==> config.mk <==
export PLATFORM = sky130hd
export DESIGN_NAME = sram_arbiter
export DESIGN_NICKNAME = d
export VERILOG_FILES = /design/src/rtl/sram_arbiter.sv
export SDC_FILE = /design/constraint.sdc
export NUM_CORES = 1
export LEC_CHECK = 0
export CAP_MARGIN = 5
export CORE_ASPECT_RATIO = 1.25
export CORE_MARGIN = 3
export CORE_UTILIZATION = 30
export DETAILED_ROUTE_END_ITERATION = 7
export GPL_ROUTABILITY_DRIVEN = 1
export PLACE_DENSITY = 0.68
export SLEW_MARGIN = 20
export SYNTH_ARGS = -nofsm -noshare
export SYNTH_HDL_FRONTEND = slang
export SYNTH_SLANG_ARGS = --single-unit
export TNS_END_PERCENT = 30
==> constraint.sdc <==
create_clock -name avr_clk -period 1.7 [get_ports avr_clk]
set_input_delay 0.17 -clock avr_clk [delete_from_list [all_inputs] [get_ports avr_clk]]
set_output_delay 0.17 -clock avr_clk [all_outputs]
set_load 0.05 [all_outputs]
==> src/rtl/sram_arbiter.sv <==
// sram_arbiter: shares one external SRAM between the AVR and SNES ports and
// owns all SRAM strobe timing (IDLE -> SETUP -> ACCESS x WAIT_CYCLES -> DONE).
// Optional feature: define SRAM_ARB_AUTOINC_EN to pulse avr_counter_inc with
// every AVR ack; otherwise avr_counter_inc stays 0.
module sram_arbiter #(
    parameter int ADDR_W      = 21,
    parameter int DATA_W      = 8,
    parameter int WAIT_CYCLES = 2
) (
    input  logic              avr_clk,
    input  logic              avr_reset_n,
    input  logic              avr_snes_mode,
    input  logic              avr_req,
    input  logic              avr_rw,
    input  logic [ADDR_W-1:0] avr_addr,
    input  logic [DATA_W-1:0] avr_wdata,
    output logic [DATA_W-1:0] avr_rdata,
    output logic              avr_ack,
    output logic              avr_counter_inc,
    input  logic              snes_req,
    input  logic              snes_rw,
    input  logic [ADDR_W-1:0] snes_addr,
    input  logic [DATA_W-1:0] snes_wdata,
    output logic [DATA_W-1:0] snes_rdata,
    output logic              snes_ack,
    output logic [ADDR_W-1:0] sram_addr,
    output logic [DATA_W-1:0] sram_dout,
    output logic              sram_dout_en,
    input  logic [DATA_W-1:0] sram_din,
    output logic              sram_ce_n,
    output logic              sram_oe_n,
    output logic              sram_we_n
);
    typedef enum logic [1:0] {IDLE, SETUP, ACCESS, DONE} state_t;

    localparam logic       OWN_AVR   = 1'b0;
    localparam logic       OWN_SNES  = 1'b1;
    localparam logic [3:0] WAIT_LOAD = 4'(WAIT_CYCLES - 1);

    state_t     state, state_d;
    logic [3:0] cnt;
    logic       owner, rw_q, last_grant;
    logic       grant, grant_snes, last_cycle;
    logic       owner_d, rw_d;
    logic       ce_n_d, oe_n_d, we_n_d, dout_en_d;

    // Arbitration; owner_d/rw_d describe the access the next cycle belongs to
    always_comb begin
        grant      = avr_req | snes_req;
        grant_snes = snes_req & (~avr_req | avr_snes_mode | (last_grant == OWN_AVR));
        last_cycle = (state == ACCESS) && (cnt == 4'd0);
        owner_d    = owner;
        rw_d       = rw_q;
        if (state == IDLE && grant) begin
            owner_d = grant_snes;
            rw_d    = grant_snes ? snes_rw : avr_rw;
        end
    end

    // State register
    always_ff @(posedge avr_clk or negedge avr_reset_n) begin
        if (!avr_reset_n) state <= IDLE;
        else              state <= state_d;
    end

    // Next-state logic
    always_comb begin
        state_d = state;
        case (state)
            IDLE:    if (grant) state_d = SETUP;
            SETUP:   state_d = ACCESS;
            ACCESS:  if (cnt == 4'd0) state_d = DONE;
            DONE:    state_d = IDLE;
            default: state_d = IDLE;
        endcase
    end

    // Latch the granted request and run the strobe-width counter
    always_ff @(posedge avr_clk or negedge avr_reset_n) begin
        if (!avr_reset_n) begin
            cnt        <= 4'd0;
            owner      <= OWN_AVR;
            rw_q       <= 1'b1;
            last_grant <= OWN_SNES;
            sram_addr  <= '0;
            sram_dout  <= '0;
        end else begin
            if (state == IDLE && grant) begin
                owner      <= owner_d;
                rw_q       <= rw_d;
                last_grant <= grant_snes;
                sram_addr  <= grant_snes ? snes_addr : avr_addr;
                if (!rw_d) sram_dout <= grant_snes ? snes_wdata : avr_wdata;
            end
            if (state == SETUP)
                cnt <= WAIT_LOAD;
            else if (state == ACCESS && cnt != 4'd0)
                cnt <= cnt - 4'd1;
        end
    end

    // Pin values for the coming cycle; OE and WE are mutually exclusive by rw
    always_comb begin
        ce_n_d    = (state_d == IDLE);
        oe_n_d    = !((state_d == ACCESS) && rw_d);
        we_n_d    = !((state_d == ACCESS) && !rw_d);
        dout_en_d = (state_d != IDLE) && !rw_d;
    end

    // Registered outputs: strobes, acks, read-data capture at end of ACCESS
    always_ff @(posedge avr_clk or negedge avr_reset_n) begin
        if (!avr_reset_n) begin
            sram_ce_n       <= 1'b1;
            sram_oe_n       <= 1'b1;
            sram_we_n       <= 1'b1;
            sram_dout_en    <= 1'b0;
            avr_ack         <= 1'b0;
            snes_ack        <= 1'b0;
            avr_rdata       <= '0;
            snes_rdata      <= '0;
            avr_counter_inc <= 1'b0;
        end else begin
            sram_ce_n    <= ce_n_d;
            sram_oe_n    <= oe_n_d;
            sram_we_n    <= we_n_d;
            sram_dout_en <= dout_en_d;
            avr_ack      <= last_cycle && (owner == OWN_AVR);
            snes_ack     <= last_cycle && (owner == OWN_SNES);
            if (last_cycle && rw_q) begin
                if (owner == OWN_AVR) avr_rdata  <= sram_din;
                else                  snes_rdata <= sram_din;
            end
`ifdef SRAM_ARB_AUTOINC_EN
            avr_counter_inc <= last_cycle && (owner == OWN_AVR);
`else
            avr_counter_inc <= 1'b0;
`endif
        end
    end
endmodule
==> metrics.cfg <==
[synth]
synth_seq_cells=60
syn_avg_cell_area_um2=12.79
synth.top_cell.area_share=0.4935
yosysTopAreaCell=dfrtp_1
ys_seq_area_frac=0.5406
synth_warnings=0
synthesis.nets=297
netlist_top_cells_area=dfrtp_1 (49%), mux2_4 (8.6%), mux2i_1 (7.5%), mux2_2 (6.5%), dfstp_2 (4.7%)
synthCells=218
syn_area_um2=2789
netlist-cell-type-count=35

[drt]
vias=2150
final_antenna_net_count=0
viasPerCell=4.309
drtPass1Iterations=6
drt_iter0_markers=21
wirelength_mm=7.171
wire_per_inst_um=14.37
detail_route.drc_violations=0

[floorplanning]
io_pins=125
die_h_um=113.8
die_area_um2=10500
fp.dieW_um=92.24
core_area_um2=8891
initial_core_util=0.3137
rows=38

[placement]
io_buffer_count=123
dp.cells=477
place_congestion=0.7761
hpwlAfterDp_mm=5.426

[power]
sw_frac_of_total=0.4568
ir_drop_v=0.001247
power_per_cell_area_nw_per_um2=2022
leakagePower_nw=2.320
power_mw=9.324
p_comb_frac=0.588
seq_power_share=0.272
p_clk_frac=0.140
p_int_mw=5.065
p_sw_mw=4.259

[clocking]
cts_tree=done
cts_root_buf=clkbuf_8
cts_max_level=3
clock_path_buffers=2
cts_buffers=9
clock_sinks=60
insertion_delay_ns=0.33
clkSlewWorstSetupHoldPaths_ns=0.07

[sta]
hold_slack_ns=0.3843
maxSlewViolCount=0
relSlewSlack=0.6553
fin_skew_ns=0.009402
fin_crit_sh=1.106
setup_ws_ns=-0.1806
worst_pin_slew_ns=0.5162
grt_setup_unrepaired=true
fmax_mhz=531.8
hold_viol_final=0
setup_violations=21
fin_crit_ns=1.881

[setup_path]
end_kind=flip-flop
worstSetupStartpointType=flip-flop
cp_slowest_cell=or3b_4
slowest_delay_ns=0.42
path_max_fanout=8
crit_family=simple AND/OR/NAND/NOR gates
cp_data_required_time_ns=1.91
path_class=reg -> reg
crit_chain=inv_2 -> ha_1 -> or3b_4 -> nor3_4 -> nand2_4 -> mux2_4
cp.arrival_ns=2.09
worst-path-buf-inv=1

[cells_and_area]
area_growth_pct=65.32
final_cell_mix=clkdlybuf4s50_1 (79), dfrtp_1 (55), buf_4 (47)
nNetsFinal=453
utilization=0.5186
layout_commonest_cell=clkdlybuf4s50_1
drive_gt1_frac=0.3377
fillers=809
num_antenna_cells=0
final_cells=499

[job]
cap_viol_max_count=0

[global_route]
grt.overflow.total=0
grt_first_pass_wirelength_mm=11.72
antenna_found_initial=0
grt_pass1_vias=2377
grt_usage=0.1439
grt_max_degree=61

[status]
violations=negative setup slack
status=complete, but fails checks

[worst_hold_path]
hold_path_class=in -> async

[kinds of logic (layout without fill, tap and decap cells)]
kind of cell / after synthesis / count (layout) / synth area share
flip-flops: 60 / 60 / 0.5406
buffers and inverters: 16 / 177 / 0.02871
XOR/XNOR: 3 / 3 / 0.009423
adder cells (fa/ha/maj): 6 / 6 / 0.02692
multiplexers: 53 / 53 / 0.2261
other: 1 / 1 / 0.001345
AO/OA/AOI/OAI: 29 / 29 / 0.06551
AND/OR/NAND/NOR: 50 / 50 / 0.1014
[worst paths after layout]
kind,start,endpoint,slack [ns],cells past startpoint
max in group asynchronous,avr_reset_n,last_grant$_DFFE_PN1P_,1.01,3
min in group avr_clk,snes_addr[2],sram_addr[2]$_DFFE_PN0P_,0.46,3
worst min-delay path,avr_reset_n,sram_dout[0]$_DFFE_PN0P_,0.38,3
worst max register to register,cnt[1]$_DFFE_PN0P_,snes_rdata[1]$_DFFE_PN0P_,-0.18,6
worst min register to register,sram_addr[2]$_DFFE_PN0P_,sram_addr[2]$_DFFE_PN0P_,0.48,2
worst max-delay path,cnt[1]$_DFFE_PN0P_,snes_rdata[1]$_DFFE_PN0P_,-0.18,6
[registers in the layout, summed over array words and instances, names as in the netlist, 2 cells and up]
register	flops
sram_addr	21
snes_rdata	8
sram_dout	8
state	2
cnt	4
avr_rdata	8
[routing by layer]
| metal | GRT usage | routed length (um) | share of wire |
|---|---|---|---|
| met1 | 0.1653 | 2771 | 0.39 |
| met2 | 0.2578 | 3920 | 0.55 |
| met3 | 0.04288 | 386 | 0.054 |
| met4 | 0.04262 | 92 | 0.013 |
| met5 | 0 | 0 | 0 |
[area by class of cell]
cell class,count,area (um^2),share of cell area
Sequential cell,60,1508,0.3270
Timing Repair Buffer,155,1494,0.3240
Multi-Input combinational cell,142,1235,0.2678
Clock buffer,11,151.4,0.03284
Tap cell,120,150.1,0.03256
Clock inverter,5,50.05,0.01085
Inverter,6,22.52,0.004885
[Yosys cell counts (all sizes together)]
master  count
a21oi       2
a221oi      1
a32o        2
and2        1
and3        1
buf         5
clkbuf      5
conb        1
dfrtp      55
dfstp       5
ha          6
inv         6
mux2       32
mux2i      21
nand2      27
nand2b      2
nand3       2
nand3b      1
nor2        5
nor2b       1
nor3        6
o21a        1
o21ai      23
or2         2
or3b        2
xnor2       1
xor2        2
[tightest hold or removal path: cells and delay by family]
kind / cells / cell delay, ns
buffers and inverters: 3 / 0.93
[per-stage QoR]
stage | area [um^2] | TNS (ns) | setup WS (ns)
floorplan | 2789 | -0.9860 | -0.06164
global placement | 4278 | -4.294 | -0.1482
detailed placement | 4278 | -5.701 | -0.1978
CTS | 4507 | -1.886 | -0.1230
global route | 4611 | -4.036 | -0.2156
finish | 4611 | -2.767 | -0.1806
[power by group through the flow]
stage	logic, mW	registers [mW]	clock network, mW
after global routing	5.84	2.63	1.41
after detailed placement	5.43	2.57	0
after CTS	5.46	2.55	1.36
final	5.48	2.53	1.31
after floorplan	1.50	4.57	0
after global placement	5.37	2.54	0
[repair_timing]
item	CTS	global route
pin swaps	0	6
setup buffers	2	3
hold buffers	1	0
resized for setup	7	30
hold endpoints to repair	55	0
setup endpoints to repair	28	59
Note: power is estimated with default switching activity, not from simulation.
